[src/rtl/arith_seq_pkg.sv]
// Shared types for the arithmetic-unit sequencer: state encoding, order selection and defaults.
package arith_seq_pkg;

   localparam int unsigned DEF_WORD_W = 31;
   localparam int unsigned DEF_STEPS  = 30;
   localparam int unsigned DEF_CNT_W  = 5;
   localparam int unsigned ORDER_N    = 6;

   typedef enum logic [3:0] {
      S_IDLE,
      S_ADD_SUM,
      S_SUB_NOTA,
      S_SUB_CMP,
      S_SUB_FIX,
      S_MUL_CLRB,
      S_MUL_SUM,
      S_MUL_SHIFT,
      S_DIV_NOTA,
      S_DIV_CMP,
      S_DIV_SHIFT,
      S_DIV_SUM,
      S_AND_OP,
      S_IO_SHIFT,
      S_ANS
   } state_t;

   typedef enum logic [2:0] {
      OP_ADD,
      OP_SUB,
      OP_MUL,
      OP_DIV,
      OP_AND,
      OP_IO
   } op_t;

   // Order vector bit order is {io, and, div, mul, sub, add}; lowest bit wins.
   function automatic op_t pick_order(input logic [ORDER_N-1:0] v);
      if (v[0])      return OP_ADD;
      else if (v[1]) return OP_SUB;
      else if (v[2]) return OP_MUL;
      else if (v[3]) return OP_DIV;
      else if (v[4]) return OP_AND;
      else           return OP_IO;
   endfunction

   function automatic logic multi_order(input logic [ORDER_N-1:0] v);
      return (v & (v - ORDER_N'(1))) != '0;
   endfunction

endpackage

[src/rtl/arith_step_counter.sv]
// Iteration / shift counter with clear, increment and a last-step flag against a runtime limit.
module arith_step_counter
   import arith_seq_pkg::*;
#(
   parameter int unsigned CNT_W = DEF_CNT_W
) (
   input  logic             clk,
   input  logic             resetn,
   input  logic             clr,
   input  logic             inc,
   input  logic [CNT_W-1:0] limit,
   output logic             last_c
);

   logic [CNT_W-1:0] count;

   always_ff @(posedge clk or negedge resetn) begin
      if (!resetn)
         count <= '0;
      else if (clr)
         count <= '0;
      else if (inc)
         count <= count + CNT_W'(1);
   end

   // High on the final iteration, i.e. when count has reached limit-1.
   assign last_c = (count == limit - CNT_W'(1));

endmodule

[src/rtl/arith_seq_ctrl.sv]
// Encoded local program generator: turns add/sub/mul/div/and/io orders into AU micro-op pulses.
module arith_seq_ctrl
   import arith_seq_pkg::*;
#(
   parameter int unsigned WORD_W = DEF_WORD_W,
   parameter int unsigned STEPS  = DEF_STEPS,
   parameter int unsigned CNT_W  = DEF_CNT_W
) (
   input  logic             clk,
   input  logic             resetn,
   input  logic             clear_a_from_pu,
   input  logic             move_b_to_c_from_pu,
   input  logic             move_c_to_b_from_pu,
   input  logic             move_c_to_a_from_pu,
   input  logic             order_add_from_op,
   input  logic             order_sub_from_op,
   input  logic             order_mul_from_op,
   input  logic             order_div_from_op,
   input  logic             order_and_from_op,
   input  logic             order_io_from_io,
   input  logic [CNT_W-1:0] io_shift_count,
   input  logic             io_digit4,
   input  logic             mem_read_sign_from_mem,
   input  logic             carry_out_from_au,
   input  logic             reg_c_msb_from_au,
   input  logic             reg_b_0_from_au,
   output logic             au_answer_to_op,
   output logic             arith_overflow_to_op,
   output logic             order_error_to_op,
   output logic             busy_to_op,
   output logic             do_clear_a_to_au,
   output logic             do_clear_b_to_au,
   output logic             do_clear_c_to_au,
   output logic             do_not_a_to_au,
   output logic             do_not_b_to_au,
   output logic             do_sum_to_au,
   output logic             do_and_to_au,
   output logic             do_set_c_msb_to_au,
   output logic             do_left_shift_b_to_au,
   output logic             do_left_shift_c_to_au,
   output logic             do_left_shift_c_low_to_au,
   output logic             do_right_shift_bc_to_au,
   output logic             do_move_c_to_a_to_au,
   output logic             do_move_c_to_b_to_au,
   output logic             do_move_b_to_c_to_au,
   output logic             reg_a_sign_to_op,
   output logic             reg_b_sign_to_op,
   output logic             reg_b_sign_to_pu,
   output logic             mem_write_sign_to_mem,
   output logic             reg_c_sign_to_io
);

   generate
      if (WORD_W < 2 || STEPS < 1 || STEPS > (2 ** CNT_W) - 1) begin : g_bad_params
         $error("arith_seq_ctrl: illegal WORD_W/STEPS/CNT_W combination");
      end
   endgenerate

   state_t             state;
   op_t                op;
   op_t                sel;
   logic               a_sign;
   logic               b_sign;
   logic               c_sign;
   logic               neg;
   logic               div_last;
   logic               order_error;
   logic [CNT_W-1:0]   io_len;
   logic               io_digit;
   logic [ORDER_N-1:0] orders;
   logic               any_order;
   logic               any_move;
   logic               idle;
   logic               overflow;
   logic               cnt_clr;
   logic               cnt_inc;
   logic [CNT_W-1:0]   cnt_limit;
   logic               last;

   assign orders    = {order_io_from_io, order_and_from_op, order_div_from_op,
                       order_mul_from_op, order_sub_from_op, order_add_from_op};
   assign any_order = |orders;
   assign any_move  = move_b_to_c_from_pu | move_c_to_b_from_pu | move_c_to_a_from_pu;
   assign sel       = pick_order(orders);
   assign idle      = (state == S_IDLE);

   // Overflow aborts add before the sum and div after the trial subtraction.
   assign overflow  = !clear_a_from_pu && carry_out_from_au &&
                      (state == S_ADD_SUM || state == S_DIV_CMP);

   assign cnt_clr   = clear_a_from_pu || idle || state == S_ANS || overflow;
   assign cnt_inc   = (state == S_MUL_SHIFT) || (state == S_DIV_SHIFT) || (state == S_IO_SHIFT);
   assign cnt_limit = (op == OP_IO) ? io_len : CNT_W'(STEPS);

   arith_step_counter #(.CNT_W(CNT_W)) u_counter (
      .clk    (clk),
      .resetn (resetn),
      .clr    (cnt_clr),
      .inc    (cnt_inc),
      .limit  (cnt_limit),
      .last_c (last)
   );

   // Sequencer state, captured order context and sign registers.
   always_ff @(posedge clk or negedge resetn) begin
      if (!resetn) begin
         state       <= S_IDLE;
         op          <= OP_ADD;
         a_sign      <= 1'b0;
         b_sign      <= 1'b0;
         c_sign      <= 1'b0;
         neg         <= 1'b0;
         div_last    <= 1'b0;
         order_error <= 1'b0;
         io_len      <= '0;
         io_digit    <= 1'b0;
      end else begin
         order_error <= 1'b0;
         if (clear_a_from_pu) begin
            state  <= S_IDLE;
            a_sign <= 1'b0;
         end else begin
            case (state)
               S_IDLE: begin
                  if (any_order) begin
                     op          <= sel;
                     a_sign      <= mem_read_sign_from_mem;
                     neg         <= 1'b0;
                     div_last    <= 1'b0;
                     io_len      <= io_shift_count;
                     io_digit    <= io_digit4;
                     order_error <= multi_order(orders);
                     case (sel)
                        OP_ADD:  state <= S_ADD_SUM;
                        OP_SUB:  state <= S_SUB_NOTA;
                        OP_MUL:  state <= S_MUL_CLRB;
                        OP_DIV:  state <= S_DIV_NOTA;
                        OP_AND:  state <= S_AND_OP;
                        default: state <= (io_shift_count == '0) ? S_ANS : S_IO_SHIFT;
                     endcase
                  end else begin
                     if (move_b_to_c_from_pu) c_sign <= b_sign;
                     if (move_c_to_b_from_pu) b_sign <= c_sign;
                     if (move_c_to_a_from_pu) a_sign <= c_sign;
                  end
               end
               S_ADD_SUM:   state <= carry_out_from_au ? S_IDLE : S_ANS;
               S_SUB_NOTA:  state <= S_SUB_CMP;
               S_SUB_CMP: begin
                  if (carry_out_from_au) begin
                     state <= S_ANS;
                  end else begin
                     state <= S_SUB_FIX;
                     neg   <= 1'b1;
                  end
               end
               S_SUB_FIX:   state <= S_ANS;
               S_MUL_CLRB:  state <= S_MUL_SUM;
               S_MUL_SUM:   state <= S_MUL_SHIFT;
               S_MUL_SHIFT: state <= last ? S_ANS : S_MUL_SUM;
               S_DIV_NOTA:  state <= S_DIV_CMP;
               S_DIV_CMP:   state <= carry_out_from_au ? S_IDLE : S_DIV_SHIFT;
               S_DIV_SHIFT: begin
                  div_last <= last;
                  state    <= S_DIV_SUM;
               end
               S_DIV_SUM:   state <= div_last ? S_ANS : S_DIV_SHIFT;
               S_AND_OP:    state <= S_ANS;
               S_IO_SHIFT:  state <= last ? S_ANS : S_IO_SHIFT;
               S_ANS: begin
                  state <= S_IDLE;
                  case (op)
                     OP_ADD:  c_sign <= b_sign;
                     OP_SUB:  c_sign <= b_sign ^ neg;
                     OP_MUL:  c_sign <= a_sign ^ b_sign;
                     OP_DIV:  b_sign <= a_sign ^ b_sign;
                     OP_AND:  b_sign <= a_sign & b_sign;
                     default: ;
                  endcase
               end
               default:     state <= S_IDLE;
            endcase
            // Anything arriving while an order is in flight is dropped and flagged.
            if (!idle && (any_order || any_move))
               order_error <= 1'b1;
         end
      end
   end

   // Micro-op decode: depends on the current state and same-cycle AU status.
   always_comb begin
      do_clear_a_to_au          = clear_a_from_pu;
      do_clear_b_to_au          = 1'b0;
      do_clear_c_to_au          = 1'b0;
      do_not_a_to_au            = 1'b0;
      do_not_b_to_au            = 1'b0;
      do_sum_to_au              = 1'b0;
      do_and_to_au              = 1'b0;
      do_set_c_msb_to_au        = 1'b0;
      do_left_shift_b_to_au     = 1'b0;
      do_left_shift_c_to_au     = 1'b0;
      do_left_shift_c_low_to_au = 1'b0;
      do_right_shift_bc_to_au   = 1'b0;
      do_move_c_to_a_to_au      = 1'b0;
      do_move_c_to_b_to_au      = 1'b0;
      do_move_b_to_c_to_au      = 1'b0;
      if (!clear_a_from_pu) begin
         case (state)
            S_IDLE: begin
               do_move_b_to_c_to_au = move_b_to_c_from_pu;
               do_move_c_to_b_to_au = move_c_to_b_from_pu;
               do_move_c_to_a_to_au = move_c_to_a_from_pu;
            end
            S_ADD_SUM:   do_sum_to_au = !carry_out_from_au;
            S_SUB_NOTA:  do_not_a_to_au = 1'b1;
            S_SUB_CMP: begin
               if (carry_out_from_au) begin
                  do_sum_to_au = 1'b1;
               end else begin
                  do_not_a_to_au = 1'b1;
                  do_not_b_to_au = 1'b1;
               end
            end
            S_SUB_FIX:   do_sum_to_au = 1'b1;
            S_MUL_CLRB:  do_clear_b_to_au = 1'b1;
            S_MUL_SUM:   do_sum_to_au = reg_c_msb_from_au;
            S_MUL_SHIFT: do_right_shift_bc_to_au = 1'b1;
            S_DIV_NOTA:  do_not_a_to_au = 1'b1;
            S_DIV_SHIFT: begin
               do_left_shift_b_to_au     = 1'b1;
               do_left_shift_c_to_au     = 1'b1;
               do_left_shift_c_low_to_au = 1'b1;
            end
            S_DIV_SUM: begin
               do_sum_to_au       = carry_out_from_au ^ reg_b_0_from_au;
               do_set_c_msb_to_au = carry_out_from_au ^ reg_b_0_from_au;
            end
            S_AND_OP:    do_and_to_au = 1'b1;
            S_IO_SHIFT: begin
               do_left_shift_c_to_au     = 1'b1;
               do_left_shift_c_low_to_au = io_digit;
            end
            S_ANS: begin
               case (op)
                  OP_ADD, OP_SUB, OP_MUL: do_move_b_to_c_to_au = 1'b1;
                  OP_DIV, OP_AND:         do_move_c_to_b_to_au = 1'b1;
                  default: ;
               endcase
            end
            default: ;
         endcase
      end
   end

   assign au_answer_to_op       = (state == S_ANS) && !clear_a_from_pu;
   assign arith_overflow_to_op  = overflow;
   assign order_error_to_op     = order_error;
   assign busy_to_op            = !idle;
   assign reg_a_sign_to_op      = a_sign;
   assign reg_b_sign_to_op      = b_sign;
   assign reg_b_sign_to_pu      = b_sign;
   assign mem_write_sign_to_mem = c_sign;
   assign reg_c_sign_to_io      = c_sign;

endmodule

[config.mk]
export PLATFORM = sky130hd
export DESIGN_NAME = arith_seq_ctrl
export DESIGN_NICKNAME = d
export VERILOG_FILES = /design/src/rtl/arith_seq_pkg.sv /design/src/rtl/arith_step_counter.sv /design/src/rtl/arith_seq_ctrl.sv
export SDC_FILE = /design/constraint.sdc
export NUM_CORES = 1
export LEC_CHECK = 0
export CORE_ASPECT_RATIO = 1.5
export CORE_MARGIN = 8
export CORE_UTILIZATION = 50
export DETAILED_ROUTE_END_ITERATION = 10
export DONT_BUFFER_PORTS = 1
export HOLD_SLACK_MARGIN = 0.06
export PLACE_DENSITY = 0.75
export SYNTH_ARGS = -nofsm -noshare
export SYNTH_HDL_FRONTEND = slang
export SYNTH_SLANG_ARGS = --single-unit
[constraint.sdc]
create_clock -name clk -period 2.5 [get_ports clk]
set_clock_uncertainty 0.1 [all_clocks]
set_input_delay 0.375 -clock clk [delete_from_list [all_inputs] [get_ports clk]]
set_output_delay 0.375 -clock clk [all_outputs]
set_load 0.05 [all_outputs]
==> metrics.csv, run 1 <==
stage,metric,value,unit
critical_path,largest stage delay on the critical path,0.56,ns
critical_path,Reg2Reg Setup Slack,0.32,ns
sta,sum of negative setup slack,0,ns
flow_run,max-cap violations,0,
cells_and_area,number of antenna cells inserted,0,
cts,clock input transition at the sequential cells of the worst setup and hold paths,0.09,ns
floorplanning,area of the core region,3680,sq um
critical_path,kind of cell with the highest combined delay on the critical path,simple AND/OR/NAND/NOR gates,
worst_hold_path,WHS Endpoint,order_error_to_op,
pwr,Cell Pwr Density,1070,nW/um^2
cells_and_area,"most common cell after layout, fill and taps aside",sky130_fd_sc_hd__nor2_1,
detailed_routing,remaining antenna violation count after routing,0,
critical_path,Critical Path Source,state[3],
worst_hold_path,Hold/Removal Path Class,primary input to flop,
critical_path,kind of critical path,flop to primary output,
logic_synthesis,"EDFF count, synth",0,
critical_path,worst path required time,2.03,ns
cells_and_area,final core occ,0.607,
global_routing,sum of overflow across all layers after global routing,0,
critical_path,Worst R2R Start,state[3],
floorplanning,Die Outline Area,6160,sq um
logic_synthesis,share of the synthesized area in the top cell type,0.310,
sta,maximum clock frequency,0.416,GHz
critical_path,CP max stage cell,sky130_fd_sc_hd__dfrtp_1,
cells_and_area,layout overhead on the synthesized area,15.5,%
pwr,net switching share of the total power,0.490,
floorplanning,die height,92.2,um
critical_path,worst r2r dst,reg_b_sign_to_op,
pwr,sequential cell fraction of total power,0.298,
sta,least setup slack across all paths after layout,0.0944,ns
global_routing,number of global-route vias before repair,1838,
cts,count of instances resized after the clock tree is built,0,
cells_and_area,number of nets in the finished design,275,
critical_path,cells along the critical path,nor4_4 > inv_4 > nor2_1 > and2_1 > buf_12,
place,post-detail-place hpwl,3.86,mm
logic_synthesis,top_reg_cell synth,sky130_fd_sc_hd__dfrtp_1,
detailed_routing,initial drt markers,75,
cts,CTS hold repair buffers,2,
detailed_routing,detail-routed net length per standard cell,17.3,um
logic_synthesis,share of the yosys chip area belonging to registers,0.310,
logic_synthesis,#FFs+latches synth,24,
pwr,cell-internal power,1.22,mW
logic_synthesis,synthesized-area fraction occupied by and/or/nand/nor cells,0.264,
critical_path,Worst Reg-to-Reg Cells,5,
cells_and_area,"commonest non-fill, non-tap cells in the layout","sky130_fd_sc_hd__nor2_1, sky130_fd_sc_hd__dfrtp_1, sky130_fd_sc_hd__buf_4",
place,count of placed standard cells including taps,286,
logic_synthesis,Compound-Gate Fraction of Synth Area,0.200,
cts,worst-skew pair later-pin latency,0.26,ns
cts,clock sink total,24,
global_routing,pin count of the biggest net entering global routing,25,
logic_synthesis,Syn. warnings,0,
place,number of buffer cells added on primary ports,0,
worst_hold_path,count of cells along the worst hold path,1,
logic_synthesis,adder-cell area share of the yosys netlist,0.0181,
critical_path,critical path capture point type,primary output,
pwr,maximum vdd drop,795,uV
cells_and_area,proportion of layout cells with a drive suffix above 1,0.204,
logic_synthesis,Netlist Area Pre-Place,1940,sq um
global_routing,global-route wire length before repair,8.38,mm
sta,Worst Max-Slew Pin Slew,0.564,ns
floorplanning,starting density of the core,0.526,
cts,root buffer cell,sky130_fd_sc_hd__clkbuf_8,
detailed_routing,total routed wirelength,5.06,mm
floorplanning,total I/O pin count,46,
outcome,run status,"complete, no violations",
sta,Final Cycle Share,0.962,
floorplanning,number of rows created at floorplan,27,
worst_hold_path,Min-Delay Startpoint,clear_a_from_pu,
sta,Worst slew margin,0.620,
cells_and_area,number of non-filler instances in the completed layout,293,
pwr,power spent charging and discharging nets,1.17,mW
logic_synthesis,"Net Count, Synth",260,
cts,post-CTS setup buffer count,0,
pwr,combinational group share of total power,0.591,
sta,count of endpoints failing setup in the final report,0,
sta,Final Max Slew Viols,0,
logic_synthesis,Mean Syn Cell Area,8.20,sq um
global_routing,overall global routing resource usage,0.167,
logic_synthesis,multiplexer fraction of the synthesized cell area,0.0879,
detailed_routing,1st-pass router iterations,5,
logic_synthesis,"top cells by area, synth","sky130_fd_sc_hd__dfrtp_1, sky130_fd_sc_hd__nor2_1, sky130_fd_sc_hd__a21oi_1",
logic_synthesis,fraction of synthesized cell area in xor and xnor cells,0.0452,
detailed_routing,per-cell via count in the routed design,6.24,
sta,shortest clock period the worst path allows after layout,2.41,ns
pwr,total leakage power,0.889,nW
logic_synthesis,Post-synth ARST share,1.00,
cts,CTS tree,built,
logic_synthesis,gate count of the mapped netlist,236,
floorplanning,chip width,66.8,um
critical_path,"critical path fanouts, max",14,
critical_path,kind of start point of the critical path,flop,
global_routing,initial antenna violation count,0,
logic_synthesis,number of unique standard cell types used by synthesis,48,
logic_synthesis,main combinational cell family by area after synthesis,simple AND/OR/NAND/NOR gates,
critical_path,number of buffer and inverter instances along the worst setup path,2,
logic_synthesis,cell taking the most area after synthesis,sky130_fd_sc_hd__dfrtp_1,
detailed_routing,DRC violations left,0,
place,placed cell area,2140,sq um
cts,number of buffers created by CTS,3,
pwr,clock network power share,0.111,
cts,H-tree lvl count,1,
place,final weighted congestion in routability-driven placement,0.872,
cts,clock tree buffer depth,2,
cells_and_area,total non-filler cell area in the finished layout,2240,sq um
sta,unrepaired setup endpoints after global routing,no,
critical_path,data arrival time of the critical path,1.93,ns
place,worst slack at placement,0.392,ns
sta,count of final hold-check violations,0,
detailed_routing,vias after detailed routing,1828,
[worst max path at each step]
stage / slack (ns) / depth (start not counted) / end
finish: 0.09 / 5 / do_move_c_to_a_to_au
global route: 0.01 / 5 / do_move_c_to_b_to_au
CTS: 0.11 / 5 / do_move_c_to_b_to_au
detailed placement: 0.39 / 5 / reg_b_sign_to_op
global placement: 0.45 / 5 / do_move_c_to_b_to_au
floorplan: -0.02 / 4 / arith_overflow_to_op
[synthesized netlist by cell type (3+ instances only)]
master and count:
sky130_fd_sc_hd__clkbuf_1 6, sky130_fd_sc_hd__inv_1 10, sky130_fd_sc_hd__nor3_1 11, sky130_fd_sc_hd__nand4_1 3, sky130_fd_sc_hd__a31oi_1 6, sky130_fd_sc_hd__buf_4 4
sky130_fd_sc_hd__mux2_4 5, sky130_fd_sc_hd__o31ai_1 3, sky130_fd_sc_hd__a21oi_1 19, sky130_fd_sc_hd__o2bb2ai_1 3, sky130_fd_sc_hd__o21ai_0 18, sky130_fd_sc_hd__nor2b_1 4
sky130_fd_sc_hd__mux2_2 4, sky130_fd_sc_hd__buf_2 4, sky130_fd_sc_hd__dfrtp_1 24, sky130_fd_sc_hd__nand2_1 17, sky130_fd_sc_hd__nand2b_1 5, sky130_fd_sc_hd__xor2_1 3
sky130_fd_sc_hd__mux2i_1 5, sky130_fd_sc_hd__nand3b_1 3, sky130_fd_sc_hd__xnor2_1 7, sky130_fd_sc_hd__nor2_1 27, sky130_fd_sc_hd__or3_1 3, sky130_fd_sc_hd__nor4_1 7
sky130_fd_sc_hd__a211oi_1 3
[cell families (layout without fill, tap and decap cells)]
logic type / Yosys count / after routing
and+or+nand+nor: 93 / 93
AOI/OAI and AO/OA: 64 / 64
buffers and inverters: 27 / 41
DFF: 24 / 24
muxes: 14 / 14
xor gates and xnor gates: 10 / 10
adders and majority gates: 3 / 3
other: 1 / 1
[power groups by stage]
stage               Sequential, mW  Combinational, mW  Clock, mW
floorplan                    0.656               1.14          0
global placement             0.705               1.37          0
detailed placement           0.712               1.39          0
CTS                          0.709               1.41      0.270
global route                 0.733               1.53      0.285
finish                       0.712               1.41      0.266
[per-layer routing]
| metal | share of wire | GRT usage | vias to the layer above |
|---|---|---|---|
| met3 | 0.054 | 0.0353 | 11 |
| li1 | - | - | 879 |
| met5 | 0 | 0 | - |
| met4 | 0.021 | 0.0823 | 0 |
| met1 | 0.38 | 0.182 | 878 |
| met2 | 0.54 | 0.290 | 60 |
[state kept, by name, indices dropped and copies added, names as in the netlist]
name / flops
state: 4
io_len: 5
neg: 1
reg_a_sign_to_op: 1
reg_b_sign_to_op: 1
mem_write_sign_to_mem: 1
op: 3
io_digit: 1
u_counter.count: 5
order_error_to_op: 1
div_last: 1
[cell type report]
cell class | instances | area (sq um)
fill | 325 | 1450
multi-input combinational | 185 | 1230
sequential | 24 | 601
timing repair buffer | 26 | 250
clock buffer | 4 | 55.1
tap | 43 | 53.8
inverter | 11 | 43.8
[metrics by stage]
stage,hold slack [ns],power (mW)
after detailed placement,-0.0200,2.10
after global routing,0.0648,2.54
after CTS,0.0640,2.39
final,0.0710,2.39
after global placement,-0.0200,2.08
after floorplan,-0.0206,1.79
Power figures use the tool's default switching activity.
==> inputs of run 2 (changes only) <==
Settings changed: SYNTH_HIERARCHICAL from default to 1.
==> metrics.csv, run 2 <==
stage,metric,value,unit
cells_and_area,number of nets in the finished design,275,
logic_synthesis,synthesized-area fraction occupied by and/or/nand/nor cells,0.269,
critical_path,data arrival time of the critical path,2.60,ns
floorplanning,area of the core region,3850,sq um
critical_path,Worst Reg-to-Reg Cells,11,
cts,clock sink total,24,
logic_synthesis,share of the yosys chip area belonging to registers,0.309,
floorplanning,chip width,66.9,um
place,count of placed standard cells including taps,279,
critical_path,Reg2Reg Setup Slack,-0.006,ns
critical_path,worst path required time,2.60,ns
global_routing,pin count of the biggest net entering global routing,25,
critical_path,kind of critical path,flop to flop,
pwr,Cell Pwr Density,1000,nW/um^2
logic_synthesis,fraction of synthesized cell area in xor and xnor cells,0.0541,
cells_and_area,number of non-filler instances in the completed layout,294,
detailed_routing,initial drt markers,140,
cells_and_area,multi-input gate area in the final layout,1290,sq um
logic_synthesis,Syn. warnings,6,
pwr,total leakage power,1.02,nW
detailed_routing,vias after detailed routing,1827,
critical_path,"critical path fanouts, max",4,
logic_synthesis,number of unique standard cell types used by synthesis,59,
critical_path,worst r2r dst,state[1],
cells_and_area,total non-filler cell area in the finished layout,2390,sq um
place,worst slack at placement,-0.160,ns
sta,Final Cycle Share,1.00,
place,final weighted congestion in routability-driven placement,0.829,
sta,Worst slew margin,0.634,
logic_synthesis,gate count of the mapped netlist,225,
floorplanning,starting density of the core,0.504,
logic_synthesis,Netlist Area Pre-Place,1940,sq um
global_routing,global-route wire length before repair,8.82,mm
logic_synthesis,#FFs+latches synth,24,
cells_and_area,Largest regs,"io_len (5), u_counter/count (5), state (4)",
sta,shortest clock period the worst path allows after layout,2.51,ns
place,number of buffer cells added on primary ports,0,
logic_synthesis,"top cells by area, synth","sky130_fd_sc_hd__dfrtp_1, sky130_fd_sc_hd__mux2_2, sky130_fd_sc_hd__a21oi_1",
place,placed cell area,2160,sq um
worst_hold_path,WHS Endpoint,order_error_to_op,
cells_and_area,"commonest non-fill, non-tap cells in the layout","sky130_fd_sc_hd__buf_4, sky130_fd_sc_hd__dfrtp_1, sky130_fd_sc_hd__nor2_1",
logic_synthesis,Synth top cells by count,"sky130_fd_sc_hd__dfrtp_1, sky130_fd_sc_hd__a21oi_1, sky130_fd_sc_hd__nor2_1, sky130_fd_sc_hd__nand2_1, sky130_fd_sc_hd__inv_1",
critical_path,critical path capture point type,flop,
logic_synthesis,multiplexer fraction of the synthesized cell area,0.0619,
sta,sum of negative setup slack,-0.0114,ns
sta,count of final hold-check violations,0,
flow_run,max-cap violations,0,
logic_synthesis,"Net Count, Synth",250,
place,post-detail-place hpwl,4.05,mm
logic_synthesis,Compound-Gate Fraction of Synth Area,0.205,
pwr,maximum vdd drop,628,uV
global_routing,overall global routing resource usage,0.178,
cells_and_area,number of inserted filler cells in the final layout,334,
sta,unrepaired setup endpoints after global routing,yes,
logic_synthesis,Post-synth ARST share,1.00,
cells_and_area,sequential cell area in the final layout,603,sq um
logic_synthesis,"EDFF count, synth",0,
cts,worst-skew pair later-pin latency,0.27,ns
detailed_routing,total routed wirelength,5.53,mm
sta,Final Max Slew Viols,0,
critical_path,Worst R2R Start,op[1],
sta,least setup slack across all paths after layout,-0.00614,ns
detailed_routing,1st-pass router iterations,4,
cells_and_area,"most common cell after layout, fill and taps aside",sky130_fd_sc_hd__buf_4,
global_routing,number of global-route vias before repair,1855,
cts,root buffer cell,sky130_fd_sc_hd__clkbuf_8,
worst_hold_path,count of cells along the worst hold path,1,
logic_synthesis,cell taking the most area after synthesis,sky130_fd_sc_hd__dfrtp_1,
detailed_routing,per-cell via count in the routed design,6.21,
sta,maximum clock frequency,0.399,GHz
cells_and_area,proportion of layout cells with a drive suffix above 1,0.329,
detailed_routing,DRC violations left,0,
sta,worst hold-check slack,0.0992,ns
floorplanning,number of rows created at floorplan,28,
detailed_routing,remaining antenna violation count after routing,0,
global_routing,sum of overflow across all layers after global routing,0,
worst_hold_path,Min-Delay Startpoint,clear_a_from_pu,
logic_synthesis,main combinational cell family by area after synthesis,simple AND/OR/NAND/NOR gates,
cts,H-tree lvl count,1,
outcome,run status,"finished, violations left",
floorplanning,Die Outline Area,6180,sq um
global_routing,initial antenna violation count,0,
cts,CTS tree,built,
sta,count of endpoints failing setup in the final report,2,
cells_and_area,number of antenna cells inserted,0,
cells_and_area,layout overhead on the synthesized area,23.3,%
floorplanning,die height,92.3,um
logic_synthesis,most used standard cell by instance count after synthesis,sky130_fd_sc_hd__dfrtp_1,
logic_synthesis,share of the synthesized area in the top cell type,0.309,
logic_synthesis,top_reg_cell synth,sky130_fd_sc_hd__dfrtp_1,
detailed_routing,detail-routed net length per standard cell,18.8,um
logic_synthesis,Mean Syn Cell Area,8.63,sq um
outcome,violated checks,negative setup slack,
cts,clock tree buffer depth,2,
worst_hold_path,Hold/Removal Path Class,primary input to flop,
logic_synthesis,adder-cell area share of the yosys netlist,0.0245,
cts,number of buffers created by CTS,3,
cts,clock input transition at the sequential cells of the worst setup and hold paths,0.09,ns
sta,Worst Max-Slew Pin Slew,0.544,ns
floorplanning,total I/O pin count,46,
critical_path,kind of start point of the critical path,flop,
## run 2: critical path, cell delays in order (launching register included)
cell	delay (ns)
sky130_fd_sc_hd__dfrtp_1	0.40
sky130_fd_sc_hd__inv_2	0.08
sky130_fd_sc_hd__nand3_4	0.09
sky130_fd_sc_hd__or2_4	0.25
sky130_fd_sc_hd__inv_2	0.06
sky130_fd_sc_hd__ha_4	0.13
sky130_fd_sc_hd__nor2b_1	0.05
sky130_fd_sc_hd__or3_1	0.33
sky130_fd_sc_hd__a311oi_2	0.34
sky130_fd_sc_hd__nor2_1	0.11
sky130_fd_sc_hd__a221o_1	0.36
sky130_fd_sc_hd__a21oi_2	0.14
## run 2: area by class of cell
type	instances	share of cell area
multi-input cells	173	0.539
clock buffers	3	0.0172
flip-flops and latches	24	0.252
inverters	11	0.0172
clock inverters	1	0.0125
repair buffers	37	0.139
well taps	45	0.0235
## run 2: report_power, final
part | switching, mW | total (mW) | internal [mW] | leakage (nW)
combinational | 0.747 | 1.34 | 0.597 | 0.674
clock | 0.131 | 0.345 | 0.214 | 0.0357
sequential | 0.204 | 0.707 | 0.504 | 0.309
## run 2: metrics by stage
stage          total power [mW]   util
3_3_place_gp               1.90  0.560
2_1_floorplan              1.61      -
4_1_cts                    2.37  0.609
3_5_place_dp               1.93  0.560
5_1_grt                    2.55  0.621
6_report                   2.40  0.621
## run 2: logic make-up after synthesis
kind of cell	Yosys count
adder cells (fa/ha/maj)	4
AND/OR/NAND/NOR	87
AO/OA/AOI/OAI	58
XOR/XNOR	12
buffers and inverters	28
flip-flops	24
other	1
multiplexers	11
## run 2: timing repair
action	4_1_cts	5_1_grt
setup buffers	5	3
pin swaps	5	1
hold buffers	3	0
gates resized for setup	10	7
endpoints found under the setup margin	4	10
hold endpoints to repair	25	0
## run 2: how the worst max path moves through the flow
stage / slack [ns] / start / depth (start not counted) / to
floorplan: -0.19 / state[2] / 6 / do_left_shift_c_low_to_au
global placement: -0.02 / op[1] / 11 / state[1]
detailed placement: -0.16 / op[1] / 11 / state[1]
CTS: 0.005 / state[3] / 4 / do_move_b_to_c_to_au
global route: -0.12 / op[1] / 12 / state[3]
finish: -0.006 / op[1] / 11 / state[1]
## run 2: layer usage
| layer | track usage | wire [um] |
|---|---|---|
| met5 | 0 | 0 |
| met4 | 0.0946 | 165 |
| met3 | 0.0447 | 506 |
| met2 | 0.305 | 2850 |
| met1 | 0.192 | 2020 |
==> inputs of run 3 (changes only) <==
Settings changed: ABC_AREA from default to 1, CORE_MARGIN 8 to 4.
==> metrics.csv, run 3 <==
stage,metric,value,unit
outcome,run status,"complete, no violations",
logic_synthesis,Netlist Area Pre-Place,2100,sq um
logic_synthesis,share of the yosys chip area belonging to registers,0.286,
global_routing,number of global-route vias before repair,2124,
logic_synthesis,Syn. warnings,6,
place,final weighted congestion in routability-driven placement,0.907,
cells_and_area,proportion of layout cells with a drive suffix above 1,0.194,
detailed_routing,per-cell via count in the routed design,5.42,
pwr,Cell Pwr Density,927,nW/um^2
sta,Final Cycle Share,0.935,
logic_synthesis,"Net Count, Synth",362,
sta,shortest clock period the worst path allows after layout,2.34,ns
sta,sum of negative setup slack,0,ns
floorplanning,starting density of the core,0.527,
logic_synthesis,"top cells by area, synth","sky130_fd_sc_hd__dfrtp_1, sky130_fd_sc_hd__nand2_1, sky130_fd_sc_hd__nor2_1",
worst_hold_path,Min-Delay Startpoint,io_shift_count[3],
critical_path,critical path capture point type,flop,
logic_synthesis,most used standard cell by instance count after synthesis,sky130_fd_sc_hd__nand2_1,
floorplanning,Die Outline Area,5330,sq um
detailed_routing,vias after detailed routing,2168,
critical_path,data arrival time of the critical path,2.40,ns
sta,Worst slew margin,0.622,
cts,root buffer cell,sky130_fd_sc_hd__clkbuf_8,
global_routing,overall global routing resource usage,0.237,
detailed_routing,1st-pass router iterations,4,
logic_synthesis,Post-synth ARST share,1.00,
logic_synthesis,top_reg_cell synth,sky130_fd_sc_hd__dfrtp_1,
global_routing,initial antenna violation count,0,
sta,Worst Max-Slew Pin Slew,0.567,ns
cts,worst-skew pair later-pin latency,0.27,ns
sta,count of final hold-check violations,0,
cells_and_area,number of antenna cells inserted,0,
detailed_routing,detail-routed net length per standard cell,14.4,um
floorplanning,total I/O pin count,46,
global_routing,sum of overflow across all layers after global routing,0,
critical_path,worst path required time,2.57,ns
logic_synthesis,number of unique standard cell types used by synthesis,36,
critical_path,kind of start point of the critical path,flop,
pwr,maximum vdd drop,697,uV
place,worst slack at placement,0.103,ns
cells_and_area,"most common cell after layout, fill and taps aside",sky130_fd_sc_hd__nand2_1,
logic_synthesis,gate count of the mapped netlist,337,
cts,number of buffers created by CTS,3,
place,placed cell area,2240,sq um
critical_path,kind of cell with the highest combined delay on the critical path,simple AND/OR/NAND/NOR gates,
critical_path,number of buffer and inverter instances along the worst setup path,6,
floorplanning,area of the core region,3990,sq um
critical_path,largest stage delay on the critical path,0.41,ns
worst_hold_path,Hold/Removal Path Class,primary input to flop,
sta,count of endpoints failing setup in the final report,0,
cells_and_area,total non-filler cell area in the finished layout,2380,sq um
critical_path,Worst Reg-to-Reg Cells,17,
logic_synthesis,Synth top cells by count,"sky130_fd_sc_hd__nand2_1, sky130_fd_sc_hd__nor2_1, sky130_fd_sc_hd__inv_1, sky130_fd_sc_hd__nand3_1, sky130_fd_sc_hd__dfrtp_1",
critical_path,"critical path fanouts, max",5,
logic_synthesis,cell taking the most area after synthesis,sky130_fd_sc_hd__dfrtp_1,
cells_and_area,"commonest non-fill, non-tap cells in the layout","sky130_fd_sc_hd__nand2_1, sky130_fd_sc_hd__nor2_1, sky130_fd_sc_hd__inv_1",
sta,maximum clock frequency,0.428,GHz
critical_path,Stages on worst setup path,17,
cells_and_area,Largest regs,"io_len (5), u_counter/count (5), state (4)",
sta,Final Max Slew Viols,0,
critical_path,Worst R2R Start,op[2],
global_routing,pin count of the biggest net entering global routing,25,
cts,clock tree buffer depth,2,
worst_hold_path,count of cells along the worst hold path,2,
detailed_routing,initial drt markers,69,
cells_and_area,number of inserted filler cells in the final layout,413,
global_routing,global-route wire length before repair,9.46,mm
critical_path,kind of critical path,flop to flop,
critical_path,CP max stage cell,sky130_fd_sc_hd__dfrtp_1,
floorplanning,number of rows created at floorplan,28,
cells_and_area,number of nets in the finished design,381,
pwr,total leakage power,1.27,nW
cells_and_area,layout overhead on the synthesized area,13.2,%
place,number of buffer cells added on primary ports,0,
critical_path,Critical Path Source,op[2],
critical_path,cells along the critical path,inv_2 > nor3_2 > inv_1 > or2_2 > inv_2 > ha_2 > inv_1 > nand2_1 > nand2_1 > nand2_1 > inv_1 > nand3_1 > nor2_4 > buf_4 > nor2_1 > nor2_1 > a21oi_1,
logic_synthesis,share of the synthesized area in the top cell type,0.286,
detailed_routing,total routed wirelength,5.76,mm
floorplanning,die height,87.4,um
logic_synthesis,#FFs+latches synth,24,
flow_run,max-cap violations,0,
sta,least setup slack across all paths after layout,0.163,ns
place,post-detail-place hpwl,4.57,mm
detailed_routing,remaining antenna violation count after routing,0,
floorplanning,chip width,61.0,um
logic_synthesis,Mean Syn Cell Area,6.24,sq um
detailed_routing,DRC violations left,0,
cts,H-tree lvl count,1,
logic_synthesis,"EDFF count, synth",0,
cts,clock sink total,24,
cts,CTS tree,built,
cts,clock input transition at the sequential cells of the worst setup and hold paths,0.09,ns
==> run 3: changes by cell type after synthesis, sizes merged, moves of 8 or more <==
cell and change:
nand2 +103, inv +38, nor2 +35, nand3 +26, o21ai +15, a21oi -9, mux2 -8
==> run 3: area by class of cell <==
type                    instances  area [sq um]  area share
repair buffers                 22           195      0.0820
clock inverters                 1          30.0      0.0126
inverters                      51           199      0.0836
well taps                      45          56.3      0.0236
flip-flops and latches         24           601       0.252
clock buffers                   3          41.3      0.0173
multi-input cells             254          1260       0.529
==> run 3: repair_timing <==
action / CTS / global route
endpoints found under the hold margin: 24 / 1
endpoints found under the setup margin: 0 / 5
resized for setup: 0 / 7
setup buffers: 0 / 2
hold buffers: 2 / 1
==> run 3: cell families (layout without fill, tap and decap cells) <==
group                      after synthesis  in the layout  synth area share
and+or+nand+nor                        209            209             0.447
buffers and inverters                   59             77             0.127
AOI/OAI and AO/OA                       35             35            0.0958
DFF                                     24             24             0.286
xor gates and xnor gates                 6              6            0.0250
adders and majority gates                3              3            0.0178
other                                    1              1           0.00178
==> run 3: worst paths after layout <==
| path | to | slack (ns) |
|---|---|---|
| setup / recovery | state[0] | 0.16 |
| min in group asynchronous | state[3] | 0.43 |
| hold reg to reg | io_len[2] | 0.40 |
| setup reg to reg | state[0] | 0.16 |
| hold / removal | io_len[3] | 0.11 |
| max in group asynchronous | div_last | 1.71 |
==> run 3: per-layer routing <==
metal / GRT usage / up-vias / part of all wire
li1: - / 1083 / -
met3: 0.0430 / 23 / 0.048
met2: 0.424 / 68 / 0.53
met4: 0.136 / 0 / 0.051
met5: 0 / - / 0
met1: 0.248 / 994 / 0.37
==> run 3: power breakdown <==
part | leakage [nW] | internal, mW | switching, mW
sequential | 0.317 | 0.490 | 0.136
combinational | 0.919 | 0.366 | 0.864
clock | 0.0357 | 0.214 | 0.135
total | 1.27 | 1.07 | 1.14
==> run 3: stage by stage <==
stage / std cells / util / total power [mW] / hold slack [ns]
floorplan: 337 / - / 1.61 / -0.0206
global placement: 391 / 0.560 / 1.81 / -0.0198
detailed placement: 391 / 0.560 / 1.82 / -0.0198
CTS: 397 / 0.586 / 2.19 / 0.0631
global route: 400 / 0.596 / 2.37 / 0.103
finish: 400 / 0.596 / 2.21 / 0.114
